[src/rtl/frame_scanout.sv]
// frame_scanout
// Streams one full frame out of the pixel store in raster order. A frame_start
// pulse in IDLE starts linear reads (row-major address y*SCR_W+x). Read data
// arrives one cycle after rd_en and lands in a 2-entry FIFO, which feeds a
// valid/ready pixel stream tagged with start-of-frame, end-of-line and
// end-of-frame markers.
//
// Ports:
//   clk          rising-edge clock
//   reset        asynchronous active-low reset
//   frame_start  one-cycle scan request, honoured only in IDLE
//   rd_en        read strobe to the pixel store
//   rd_addr      read address
//   rd_data      read data, valid one cycle after rd_en
//   pix_data     FIFO head pixel (zero while not valid)
//   pix_valid    FIFO non-empty
//   pix_ready    consumer accepts; transfer = pix_valid & pix_ready
//   pix_sof      tag: pixel (0,0)
//   pix_eol      tag: last pixel of a line
//   pix_eof      tag: last pixel of the frame
//   busy         high from the cycle after an accepted frame_start through frame_done
//   frame_done   one-cycle pulse after the last transfer
module frame_scanout #(
    parameter int SCR_W  = 400,
    parameter int SCR_H  = 700,
    parameter int PIX_W  = 24,
    parameter int ADDR_W = 19
) (
    input  logic              clk,
    input  logic              reset,
    input  logic              frame_start,
    output logic              rd_en,
    output logic [ADDR_W-1:0] rd_addr,
    input  logic [PIX_W-1:0]  rd_data,
    output logic [PIX_W-1:0]  pix_data,
    output logic              pix_valid,
    input  logic              pix_ready,
    output logic              pix_sof,
    output logic              pix_eol,
    output logic              pix_eof,
    output logic              busy,
    output logic              frame_done
);

    localparam int XW = (SCR_W > 1) ? $clog2(SCR_W) : 1;
    localparam int YW = (SCR_H > 1) ? $clog2(SCR_H) : 1;
    localparam logic [ADDR_W-1:0] LAST_ADDR = ADDR_W'(SCR_W * SCR_H - 1);
    localparam logic [XW-1:0]     X_LAST    = XW'(SCR_W - 1);
    localparam logic [YW-1:0]     Y_LAST    = YW'(SCR_H - 1);

    typedef enum logic [1:0] {
        ST_IDLE  = 2'd0,
        ST_RUN   = 2'd1,
        ST_DRAIN = 2'd2,
        ST_DONE  = 2'd3
    } state_t;

    state_t              state_q, state_d;
    logic [ADDR_W-1:0]   rd_addr_q, rd_addr_d;
    logic [XW-1:0]       out_x_q, out_x_d;
    logic [YW-1:0]       out_y_q, out_y_d;
    logic                busy_q, busy_d;
    logic                done_q, done_d;
    logic                inflight_q;
    logic [PIX_W-1:0]    fifo_q [2];
    logic                wr_ptr_q;
    logic                rd_ptr_q;
    logic [1:0]          count_q;

    logic                pop_s;
    logic                rd_en_s;
    logic [1:0]          occ_s;
    logic                at_eol_s;
    logic                at_last_line_s;

    // Occupancy counts the buffered entries plus the read still in flight;
    // a read may issue whenever this cycle's pop leaves room for it.
    assign pix_valid      = (count_q != 2'd0);
    assign pop_s          = pix_valid & pix_ready;
    assign occ_s          = count_q + {1'b0, inflight_q};
    assign rd_en_s        = (state_q == ST_RUN) && ((occ_s - {1'b0, pop_s}) < 2'd2);
    assign at_eol_s       = (out_x_q == X_LAST);
    assign at_last_line_s = (out_y_q == Y_LAST);

    assign rd_en      = rd_en_s;
    assign rd_addr    = rd_addr_q;
    assign pix_data   = pix_valid ? fifo_q[rd_ptr_q] : {PIX_W{1'b0}};
    // Tags are gated by pix_valid so they read 0 whenever no pixel is offered.
    assign pix_sof    = pix_valid & (out_x_q == {XW{1'b0}}) & (out_y_q == {YW{1'b0}});
    assign pix_eol    = pix_valid & at_eol_s;
    assign pix_eof    = pix_valid & at_eol_s & at_last_line_s;
    assign busy       = busy_q;
    assign frame_done = done_q;

    // Next-state logic for the sequencer, read address and output raster counters.
    always_comb begin
        state_d   = state_q;
        rd_addr_d = rd_addr_q;
        out_x_d   = out_x_q;
        out_y_d   = out_y_q;
        busy_d    = busy_q;
        done_d    = 1'b0;

        if (pop_s) begin
            if (at_eol_s) begin
                out_x_d = {XW{1'b0}};
                out_y_d = at_last_line_s ? {YW{1'b0}} : (out_y_q + YW'(1'b1));
            end else begin
                out_x_d = out_x_q + XW'(1'b1);
            end
        end else begin
            out_x_d = out_x_q;
        end

        case (state_q)
            ST_IDLE: begin
                if (frame_start) begin
                    state_d   = ST_RUN;
                    rd_addr_d = {ADDR_W{1'b0}};
                    out_x_d   = {XW{1'b0}};
                    out_y_d   = {YW{1'b0}};
                    busy_d    = 1'b1;
                end else begin
                    state_d = ST_IDLE;
                end
            end
            ST_RUN: begin
                if (rd_en_s) begin
                    rd_addr_d = rd_addr_q + {{(ADDR_W-1){1'b0}}, 1'b1};
                    state_d   = (rd_addr_q == LAST_ADDR) ? ST_DRAIN : ST_RUN;
                end else begin
                    state_d = ST_RUN;
                end
            end
            ST_DRAIN: begin
                if (pop_s && at_eol_s && at_last_line_s) begin
                    state_d = ST_DONE;
                    done_d  = 1'b1;
                end else begin
                    state_d = ST_DRAIN;
                end
            end
            ST_DONE: begin
                state_d = ST_IDLE;
                busy_d  = 1'b0;
            end
            default: begin
                state_d = ST_IDLE;
                busy_d  = 1'b0;
            end
        endcase
    end

    // Sequencer and counter registers.
    always_ff @(posedge clk or negedge reset) begin
        if (!reset) begin
            state_q   <= ST_IDLE;
            rd_addr_q <= {ADDR_W{1'b0}};
            out_x_q   <= {XW{1'b0}};
            out_y_q   <= {YW{1'b0}};
            busy_q    <= 1'b0;
            done_q    <= 1'b0;
        end else begin
            state_q   <= state_d;
            rd_addr_q <= rd_addr_d;
            out_x_q   <= out_x_d;
            out_y_q   <= out_y_d;
            busy_q    <= busy_d;
            done_q    <= done_d;
        end
    end

    // Read-latency tracking and 2-entry FIFO; reset drops any in-flight read.
    always_ff @(posedge clk or negedge reset) begin
        if (!reset) begin
            inflight_q <= 1'b0;
            fifo_q[0]  <= {PIX_W{1'b0}};
            fifo_q[1]  <= {PIX_W{1'b0}};
            wr_ptr_q   <= 1'b0;
            rd_ptr_q   <= 1'b0;
            count_q    <= 2'd0;
        end else begin
            inflight_q <= rd_en_s;
            if (inflight_q) begin
                fifo_q[wr_ptr_q] <= rd_data;
                wr_ptr_q         <= ~wr_ptr_q;
            end
            if (pop_s) begin
                rd_ptr_q <= ~rd_ptr_q;
            end
            count_q <= count_q + {1'b0, inflight_q} - {1'b0, pop_s};
        end
    end

endmodule

[config.mk]
export PLATFORM = sky130hd
export DESIGN_NAME = frame_scanout
export DESIGN_NICKNAME = d
export VERILOG_FILES = /design/src/rtl/frame_scanout.sv
export SDC_FILE = /design/constraint.sdc
export NUM_CORES = 1
export LEC_CHECK = 0
export ABC_AREA = 1
export CAP_MARGIN = 10
export CORE_ASPECT_RATIO = 2
export CORE_UTILIZATION = 54
export DETAILED_ROUTE_END_ITERATION = 6
export GPL_ROUTABILITY_DRIVEN = 0
export GPL_TIMING_DRIVEN = 0
export PLACE_DENSITY_LB_ADDON = 0.15
export SKIP_CTS_REPAIR_TIMING = 1
export SLEW_MARGIN = 0
export SYNTH_ARGS = -nofsm -noshare
export SYNTH_HDL_FRONTEND = slang
export SYNTH_SLANG_ARGS = --single-unit
[constraint.sdc]
create_clock -name clk -period 3 [get_ports clk]
set_input_delay 0.75 -clock clk [delete_from_list [all_inputs] [get_ports clk]]
set_output_delay 0.75 -clock clk [all_outputs]
set_load 0.02 [all_outputs]
==> metrics.md <==
| Metric | Value |
|---|---|
| Max clock buf depth | `2` |
| I/O pin count | `78` |
| Mean post-synth cell area | `7.53 µm²` |
| Post-Syn Instances | `649` |
| Worst slack, placed | `-1180 ps` |
| Clk_skew | `6.03 ps` |
| Worst skew pair latency | `340 ps` |
| Core Rows | `48` |
| GRT Total Usage | `28.3%` |
| Distinct cell type count after synthesis | `29` |
| Starting density of the core | `56.1%` |
| Final setup fails | `0` |
| Congestion Overflow GR | `0` |
| Slowest-stage cell, CP | `ha_2` |
| Critical Path RT | `2250 ps` |
| Period minus WS final | `2960 ps` |
| Initial DRC Count | `427` |
| CP dominant cell by count | `buf_6` |
| Drt first pass iters | `5` |
| Synth Register Bits | `95` |
| Worst slew pin tran | `532 ps` |
| Rel. slew slack | `64.5%` |
| Via Count | `4,767` |
| Worst-path maximum fanout | `10` |
| WL per Instance | `15.4 µm` |
| CP Class | `in2out` |
| Hpwl dp | `9180 µm` |
| Sequential cell area fraction in the yosys report | `48.6%` |
| Vias in the first global route | `4,636` |
| Vias per cell | `5.64` |
| Die area | `0.00946 mm²` |
| WL final | `13,000 µm` |
| Remaining DRCs | `0` |
| Commonest non-fill, non-tap cell in the layout | `nand2_1` |
| Startpoint types | `primary input` |
| Status | `finished clean` |
| Yosys top cell area share | `48.6%` |
| First-pass GRT wire length | `21,200 µm` |
| Die height | `137 µm` |
| Clock-pin slew on the worst setup and hold paths | `60 ps` |
| CTS tree | `yes` |
| Multi-input gate area | `0.00214 mm²` |
| Area of the core | `0.00871 mm²` |
| Area leader, netlist | `dfrtp_1` |
| CP Capture Type | `output pin` |
| Area contributors post-synth | `dfrtp_1, nand2_1, o21ai_0, inv_1, nor2_1` |
| IO Port Bufs | `77` |
| Fillcell total | `721` |
| Remaining antenna violation count | `0` |
| H-tree depth | `3` |
| Max Freq | `338 MHz` |
| Register area | `0.00238 mm²` |
| Antenna diodes | `0` |
| Most frequent cells in the layout | `nand2_1, dfrtp_1, o21ai_0` |
| Layout cells sized above 1 | `7.52%` |
| Root buffer cell | `clkbuf_16` |
| Max incr delay on CP | `200 ps` |
| Total CTS buffers | `9` |
| Final hold vios | `0` |
| Initial antenna violation count | `0` |
| Setup WS post-layout | `38.0 ps` |
| Worst EP arrival | `2210 ps` |
| Synth-to-Final Area Change | `25.8%` |
| Final core occ | `70.7%` |
| Pin count of the biggest net entering global routing | `61` |
| Nets | `775` |
| Reg2reg path depth | `13` |
| CTS Sinks | `95` |
| Fin. max-slew vios | `0` |
| Worst path cell trace | `clkbuf_4 -> inv_1 -> nor2_4 -> buf_6 -> nand2_1 -> o21ai_1 -> ha_2 -> nand3b_1 -> nand3_4 -> inv_6 -> buf_6` |
| Power per cell area | `506 mW/mm²` |
| Leak | `0.00314 µW` |
| Die width | `69.3 µm` |
| Period utilization | `98.7%` |
| Peak supply drop | `398 µV` |
| Synthesized cell area | `0.00489 mm²` |
| Synthesis warning total | `0` |
| Hold crit path type | `in2async` |
| Syn Nets | `683` |
| Max-Cap Viols | `0` |
-- Yosys cell counts --
| library cell | number |
|---|---|
| o21bai_1 | 1 |
| a21oi_1 | 39 |
| nor2_1 | 61 |
| nand3_2 | 4 |
| inv_1 | 71 |
| clkbuf_1 | 18 |
| nor2b_1 | 1 |
| buf_4 | 1 |
| nand4_1 | 23 |
| ha_1 | 6 |
| or2_2 | 1 |
| nor3_1 | 6 |
| xor2_1 | 3 |
| nand3b_1 | 3 |
| nand3_1 | 26 |
| nor3_2 | 2 |
| nor3_4 | 1 |
| inv_2 | 6 |
| nand2_1 | 196 |
| nor4_1 | 1 |
| nor2_4 | 3 |
| buf_6 | 1 |
| buf_2 | 2 |
| nand2_4 | 1 |
| o21ai_0 | 73 |
| o31ai_1 | 1 |
| a31oi_1 | 1 |
| dfrtp_1 | 95 |
| nor2_2 | 2 |
-- power by group --
group	switching [µW]	internal [µW]
clock network	480	579
logic	422	255
registers	58.8	1320
-- cell type report --
cell class / instances / area share (%)
Clock inverter: 5 / 0.569
Inverter: 77 / 4.78
Timing Repair Buffer: 82 / 13.6
Sequential cell: 95 / 38.6
Clock buffer: 10 / 3.88
Multi-Input combinational cell: 455 / 34.8
Buffer: 21 / 1.77
Tap cell: 100 / 2.03
-- per-layer routing --
metal | share of wire [%] | vias to the layer above | track usage [%]
met5 | 0 | - | 0
met4 | 3.9 | 0 | 15.1
met3 | 5.2 | 51 | 4.93
met2 | 53 | 203 | 49.6
met1 | 37 | 2245 | 32.8
li1 | - | 2268 | -
-- final timing paths --
path / to / slack (ps) / startpoint
min in group clk: busy / 480 / busy
min reg2reg: busy / 480 / busy
max in group asynchronous: out_x_q[5] / 1970 / reset
max: rd_en / 40 / pix_ready
max reg2reg: rd_addr[9] / 690 / count_q[0]
min: fifo_q[9] / 370 / reset
-- cells by family (layout without fill, tap and decap cells) --
logic type,Yosys count,count (layout),share of synthesized area (%)
AOI/OAI and AO/OA,115,115,11.9
xor gates and xnor gates,3,3,0.537
buffers and inverters,99,195,7.88
and+or+nand+nor,331,331,29.5
DFF,95,95,48.6
adders and majority gates,6,6,1.54
-- registers in the layout (all words and copies together) (netlist names), named ones only --
signal and count:
frame_done 1, wr_ptr_q 1, state_q 1, busy 1, out_y_q 10, rd_ptr_q 1
count_q 2, fifo_q 48, inflight_q 1, rd_addr 19, out_x_q 9
-- critical path: cells and delay by family --
family / cells / cell delay [ps]
adder cells (fa/ha/maj): 1 / 200
buffers and inverters: 5 / 630
AND/OR/NAND/NOR: 4 / 530
AO/OA/AOI/OAI: 1 / 80
-- metrics by stage --
step	area (µm²)	setup TNS, ps	instances	power (µW)	hold slack [ps]
floorplan	4890	0	649	1780	453
global placement	5790	-209070	826	2030	466
detailed placement	5810	-5180	827	2060	471
CTS	6080	-5180	842	3110	373
global route	6150	-45.5	845	3270	395
finish	6150	0	845	3120	371
No activity file was read; power rests on OpenSTA's default activity.
